<file path="config.mk">
export PLATFORM = sky130hd
export DESIGN_NAME = reset_sequencer
export DESIGN_NICKNAME = d
export VERILOG_FILES = /design/src/rtl/reset_sequencer.sv
export SDC_FILE = /design/constraint.sdc
export NUM_CORES = 1
export LEC_CHECK = 0
export BUFFER_PORTS_ARGS = -buffer_cell sky130_fd_sc_hd__buf_2
export CORE_MARGIN = 4
export CORE_UTILIZATION = 45
export CTS_CLUSTER_SIZE = 25
export DETAILED_ROUTE_END_ITERATION = 8
export PLACE_DENSITY_LB_ADDON = 0.1
export SYNTH_ARGS = -nofsm -noshare
export SYNTH_HDL_FRONTEND = slang
export SYNTH_SLANG_ARGS = --single-unit
export TNS_END_PERCENT = 1
</file>
<file path="constraint.sdc">
create_clock -name clk -period 2.2 [get_ports clk]
set_input_delay 0.33 -clock clk [delete_from_list [all_inputs] [get_ports clk]]
set_output_delay 0.33 -clock clk [all_outputs]
set_load 0.005 [all_outputs]
</file>
<file path="src/rtl/reset_sequencer.sv">
// reset_sequencer: qualifies PLL lock, then releases the peripheral reset
// ahead of the CPU reset in ordered stages. The sequence restarts on lock
// loss or on a software reset request. All outputs come straight from
// registers, so downstream reset trees see glitch-free levels.
module reset_sequencer #(
    parameter int LOCK_CYCLES   = 16,
    parameter int STAGE_CYCLES  = 4,
    parameter int SW_RST_CYCLES = 8,
    parameter int CNT_W         = 16
) (
    input  logic       clk,
    input  logic       reset,
    input  logic       pll_locked,
    input  logic       sw_rst_req,
    output logic       sw_rst_ack,
    output logic       periph_resetn,
    output logic       cpu_resetn,
    output logic       ready,
    output logic [7:0] lock_loss_cnt
);

    typedef enum logic [1:0] {
        WAIT_LOCK = 2'd0,
        STAGE     = 2'd1,
        RUN       = 2'd2,
        SW_HOLD   = 2'd3
    } state_t;

    // Terminal counts: the N-th qualifying edge is the one that sees cnt = N-1.
    localparam logic [CNT_W-1:0] LOCK_LAST  = CNT_W'(LOCK_CYCLES - 1);
    localparam logic [CNT_W-1:0] STAGE_LAST = CNT_W'(STAGE_CYCLES - 1);
    localparam logic [CNT_W-1:0] SW_LAST    = CNT_W'(SW_RST_CYCLES - 1);
    localparam logic [CNT_W-1:0] CNT_ONE    = CNT_W'(1);

    state_t           state_reg, state_next;
    logic [CNT_W-1:0] cnt_reg, cnt_next;
    logic             periph_reg, periph_next;
    logic             cpu_reg, cpu_next;
    logic             ready_reg, ready_next;
    logic             ack_reg, ack_next;
    logic [7:0]       llc_reg, llc_next;
    logic             lock_loss;

    // Lock loss only matters once the sequence has left WAIT_LOCK; inside
    // WAIT_LOCK a low sample just restarts qualification.
    assign lock_loss = !pll_locked && (state_reg != WAIT_LOCK);

    // State, counter and output registers with synchronous reset.
    always_ff @(posedge clk) begin
        if (reset) begin
            state_reg  <= WAIT_LOCK;
            cnt_reg    <= '0;
            periph_reg <= 1'b0;
            cpu_reg    <= 1'b0;
            ready_reg  <= 1'b0;
            ack_reg    <= 1'b0;
            llc_reg    <= 8'd0;
        end else begin
            state_reg  <= state_next;
            cnt_reg    <= cnt_next;
            periph_reg <= periph_next;
            cpu_reg    <= cpu_next;
            ready_reg  <= ready_next;
            ack_reg    <= ack_next;
            llc_reg    <= llc_next;
        end
    end

    // Next-state and next-output logic; lock loss outranks the software request.
    always_comb begin
        state_next  = state_reg;
        cnt_next    = cnt_reg;
        periph_next = periph_reg;
        cpu_next    = cpu_reg;
        ready_next  = ready_reg;
        ack_next    = 1'b0;
        llc_next    = llc_reg;

        if (lock_loss) begin
            // Both resets assert together on the same edge.
            state_next  = WAIT_LOCK;
            cnt_next    = '0;
            periph_next = 1'b0;
            cpu_next    = 1'b0;
            ready_next  = 1'b0;
            if (llc_reg != 8'hFF) begin
                llc_next = llc_reg + 8'd1;
            end
        end else begin
            case (state_reg)
                WAIT_LOCK: begin
                    periph_next = 1'b0;
                    cpu_next    = 1'b0;
                    ready_next  = 1'b0;
                    if (!pll_locked) begin
                        cnt_next = '0;
                    end else if (cnt_reg == LOCK_LAST) begin
                        state_next  = STAGE;
                        cnt_next    = '0;
                        periph_next = 1'b1;
                    end else begin
                        cnt_next = cnt_reg + CNT_ONE;
                    end
                end
                STAGE: begin
                    if (cnt_reg == STAGE_LAST) begin
                        state_next = RUN;
                        cnt_next   = '0;
                        cpu_next   = 1'b1;
                        ready_next = 1'b1;
                    end else begin
                        cnt_next = cnt_reg + CNT_ONE;
                    end
                end
                RUN: begin
                    if (sw_rst_req) begin
                        state_next  = SW_HOLD;
                        cnt_next    = '0;
                        periph_next = 1'b0;
                        cpu_next    = 1'b0;
                        ready_next  = 1'b0;
                        ack_next    = 1'b1;
                    end
                end
                SW_HOLD: begin
                    if (cnt_reg == SW_LAST) begin
                        state_next = WAIT_LOCK;
                        cnt_next   = '0;
                    end else begin
                        cnt_next = cnt_reg + CNT_ONE;
                    end
                end
                default: begin
                    state_next  = WAIT_LOCK;
                    cnt_next    = '0;
                    periph_next = 1'b0;
                    cpu_next    = 1'b0;
                    ready_next  = 1'b0;
                end
            endcase
        end
    end

    assign sw_rst_ack    = ack_reg;
    assign periph_resetn = periph_reg;
    assign cpu_resetn    = cpu_reg;
    assign ready         = ready_reg;
    assign lock_loss_cnt = llc_reg;

endmodule

</file>
==> results by group <==
Run status
  – Status: completed

Yosys
  – Synth cell count leaders: nor2_1, dfxtp_1, nand2_1, xnor2_1, xor2_1
  – Syn Area/Cell: 8.87 µm²
  – Top_reg_cell synth: dfxtp_1
  – Post-synthesis sequential area ratio: ~40%
  – Register bit count reported by yosys: 29
  – Post-Syn Area: 1440 µm²
  – Netlist cell types: 35
  – Ys async rst share: 0%
  – Area contributors post-synth: dfxtp_1, nor2_1, xnor2_1
  – EDFF count, synth: 0
  – YS warnings: 0
  – Post-Syn Instances: 162
  – Most common cell in the netlist: nor2_1
  – Yosys top cell by area: dfxtp_1
  – Top cell type's share of synthesized area: 40.4%
  – Synth Net Count: 172

Setup path
  – Worst R2R Path Depth: 5
  – Max stage delay on crit path: between 0.5 and 0.6 ns
  – Critical-path cell list: or4_4, o41ai_4, nand2_1, or4_1, o31ai_1
  – Critical Path RT: 2.44 ns
  – CP bufs+invs: 0
  – CP Capture Type: flip-flop
  – Critical path type: flip-flop to flip-flop
  – Critical Path Start Type: flip-flop
  – Crit-path slowest cell: or4_4
  – Critical Path Fanout Max: 5
  – WP data arrival: 2.39 ns
  – CP Depth: 5
  – CP top delay family: simple AND/OR/NAND/NOR gates

Pwr
  – Seq pwr share: roughly 50%
  – Psw: ~0.3 mW
  – Max rail drop VDD: 0.000343 V
  – Total power: 1.11 mW
  – PD cells: 649 nW/µm²
  – Clock share of power: 33.3%
  – Leak: 0.665 nW
  – Combinational power share: 16.0%
  – Internal power: 0.810 mW
  – Switching part of the total: 26.7%

Placement
  – Dpl hpwl: 2.02 mm
  – RD Place Congestion: 0.849
  – Port Buffers: 15

Timing
  – Post-route minimum period: 2.15 ns
  – Final worst path period share: ~98%
  – Final Max Slew Viols: 0
  – Slew @ Worst Pin: 0.495 ns
  – Max_slew headroom: ~67%
  – Post-route setup TNS: 0 ns
  – Hold Slack: 0.268 ns
  – Final hold violation count: 0
  – Fmax: 464 MHz
  – Setup violators final: 0
  – RSZ-0062 raised after global routing: yes
  – Clk_skew: 0.00624 ns

Layout
  – Area of the multi-input gates: 848 µm²
  – Max reg flops: 16
  – Area Overhead vs Synth: 18.6%
  – Layout cells sized above 1: a little under a quarter
  – Filler cells: 304
  – Ant. Diodes: 0
  – Sequential cell area: a little under 600 µm²
  – Layout net count: slightly below 200

Die
  – Die Area: 4160 µm²
  – Die W: 64.5 µm
  – Top Ports: 16
  – Cell Rows: 20
  – Starting Density: 47.0%
  – Core ar.: 3050 µm²
  – Die Y: 64.5 µm

CTS
  – Clock buffer count from CTS: 5
  – Maximum buffer depth of the clock tree: 2
  – Clk root buf: clkbuf_4
  – H-tree Lvls: 2
  – CTS sink count: 29
  – Clock slew at reported path FFs: 0.09 ns
  – CTS tree: yes
  – Clk_lat worst skew: 0.32 ns

Detailed routing
  – Final wirelength: approximately 2.7 mm
  – DR iter-0 viols: 65
  – Highest Signal Layer: met4
  – Post-DRT Antenna Nets: 0
  – Drt drc: 0
  – Routed wl met2: approximately 1.3 mm
  – Routed vias/inst: 4.99
  – Wl on met1: 1.33 mm
  – Drt first pass iters: 4
  – Routed wl met3: 129 µm
  – DR vias: 1163
  – Routed length per instance: 11.7 µm

Worst hold path
  – Hold crit path type: input port to flip-flop
  – Hold path cells: 2

Global route
  – Pin count of the biggest net entering global routing: 17
  – Grt total ovfl: 0
  – First-pass GRT wire length: 4.79 mm
  – GRT Overall Usage: around 15%
  – Antenna violations before repair: 0
  – Vias in the first global route: between 1000 and 1500

Run
  – MaxCap Viol Count: 0
-- path summary, 6_finish.rpt --
kind / start / endpoint / slack, ns
min reg2reg: periph_resetn / periph_resetn / 0.48
max reg2reg: cnt_reg[8] / state_reg[0] / 0.05
max: cnt_reg[8] / state_reg[0] / 0.05
min: sw_rst_req / sw_rst_ack / 0.27
-- layout make-up --
type / count / area share [%]
timing repair buffer: 22 / 7.49
tap: 44 / 3.23
clock buffer: 7 / 3.82
inverter: 4 / 0.882
sequential: 29 / 34.5
multi-input combinational: 126 / 49.8
clock inverter: 1 / 0.294
-- logic make-up (layout without fill, tap and decap cells) --
group	count (synthesis)	after routing	synth area share, %
fa+ha+maj	6	6	5.23
flops	29	29	40.4
xor+xnor	22	22	13.4
mux	2	2	1.39
buf+inv	7	34	2.18
compound gates	12	12	7.23
simple gates	84	84	30.1
-- metrics by stage --
stage | std cells | util, % | instance area [µm²] | worst slack (ns)
after floorplan | 162 | - | 1440 | 0.155
after global placement | 223 | 52.0 | 1590 | 0.132
after detailed placement | 223 | 52.0 | 1590 | 0.0811
after CTS | 231 | 54.3 | 1660 | 0.0672
after global routing | 233 | 55.8 | 1700 | -0.0334
final | 233 | 55.8 | 1700 | 0.0467
-- layer usage --
metal	GRT usage, %	vias up
met5	0	-
met4	4.75	0
met3	4.16	4
met2	23.6	22
met1	18.6	531
li1	-	606
-- placed cells by master, fill, tap and decap left out, types with 2 or more instances in the layout --
cell,count
dfxtp_1,26
nand2_1,12
nor2_1,32
nor3b_1,2
nor4_1,2
xor2_1,10
o21ai_0,2
nor3_1,6
inv_1,4
clkbuf_8,2
and4_2,2
a21oi_1,4
dfxtp_2,2
xnor2_1,12
ha_1,5
nand4_1,5
nand3_1,6
and3_1,6
mux2i_1,2
o41ai_4,2
buf_4,7
clkbuf_4,5
or4_4,3
buf_2,15
-- what timing repair did --
action	CTS	global route
endpoints found under the setup margin	0	1
hold buffers	0	0
buffers inserted	0	2
resized for setup	0	7
-- power by group through the flow --
stage               Combinational [mW]  Sequential, mW  Clock [mW]
floorplan                        0.123           0.567           0
global placement                 0.160           0.568           0
detailed placement               0.162           0.568           0
CTS                              0.162           0.556       0.380
global route                     0.201           0.563       0.401
finish                           0.177           0.560       0.368
Power figures use the tool's default switching activity.
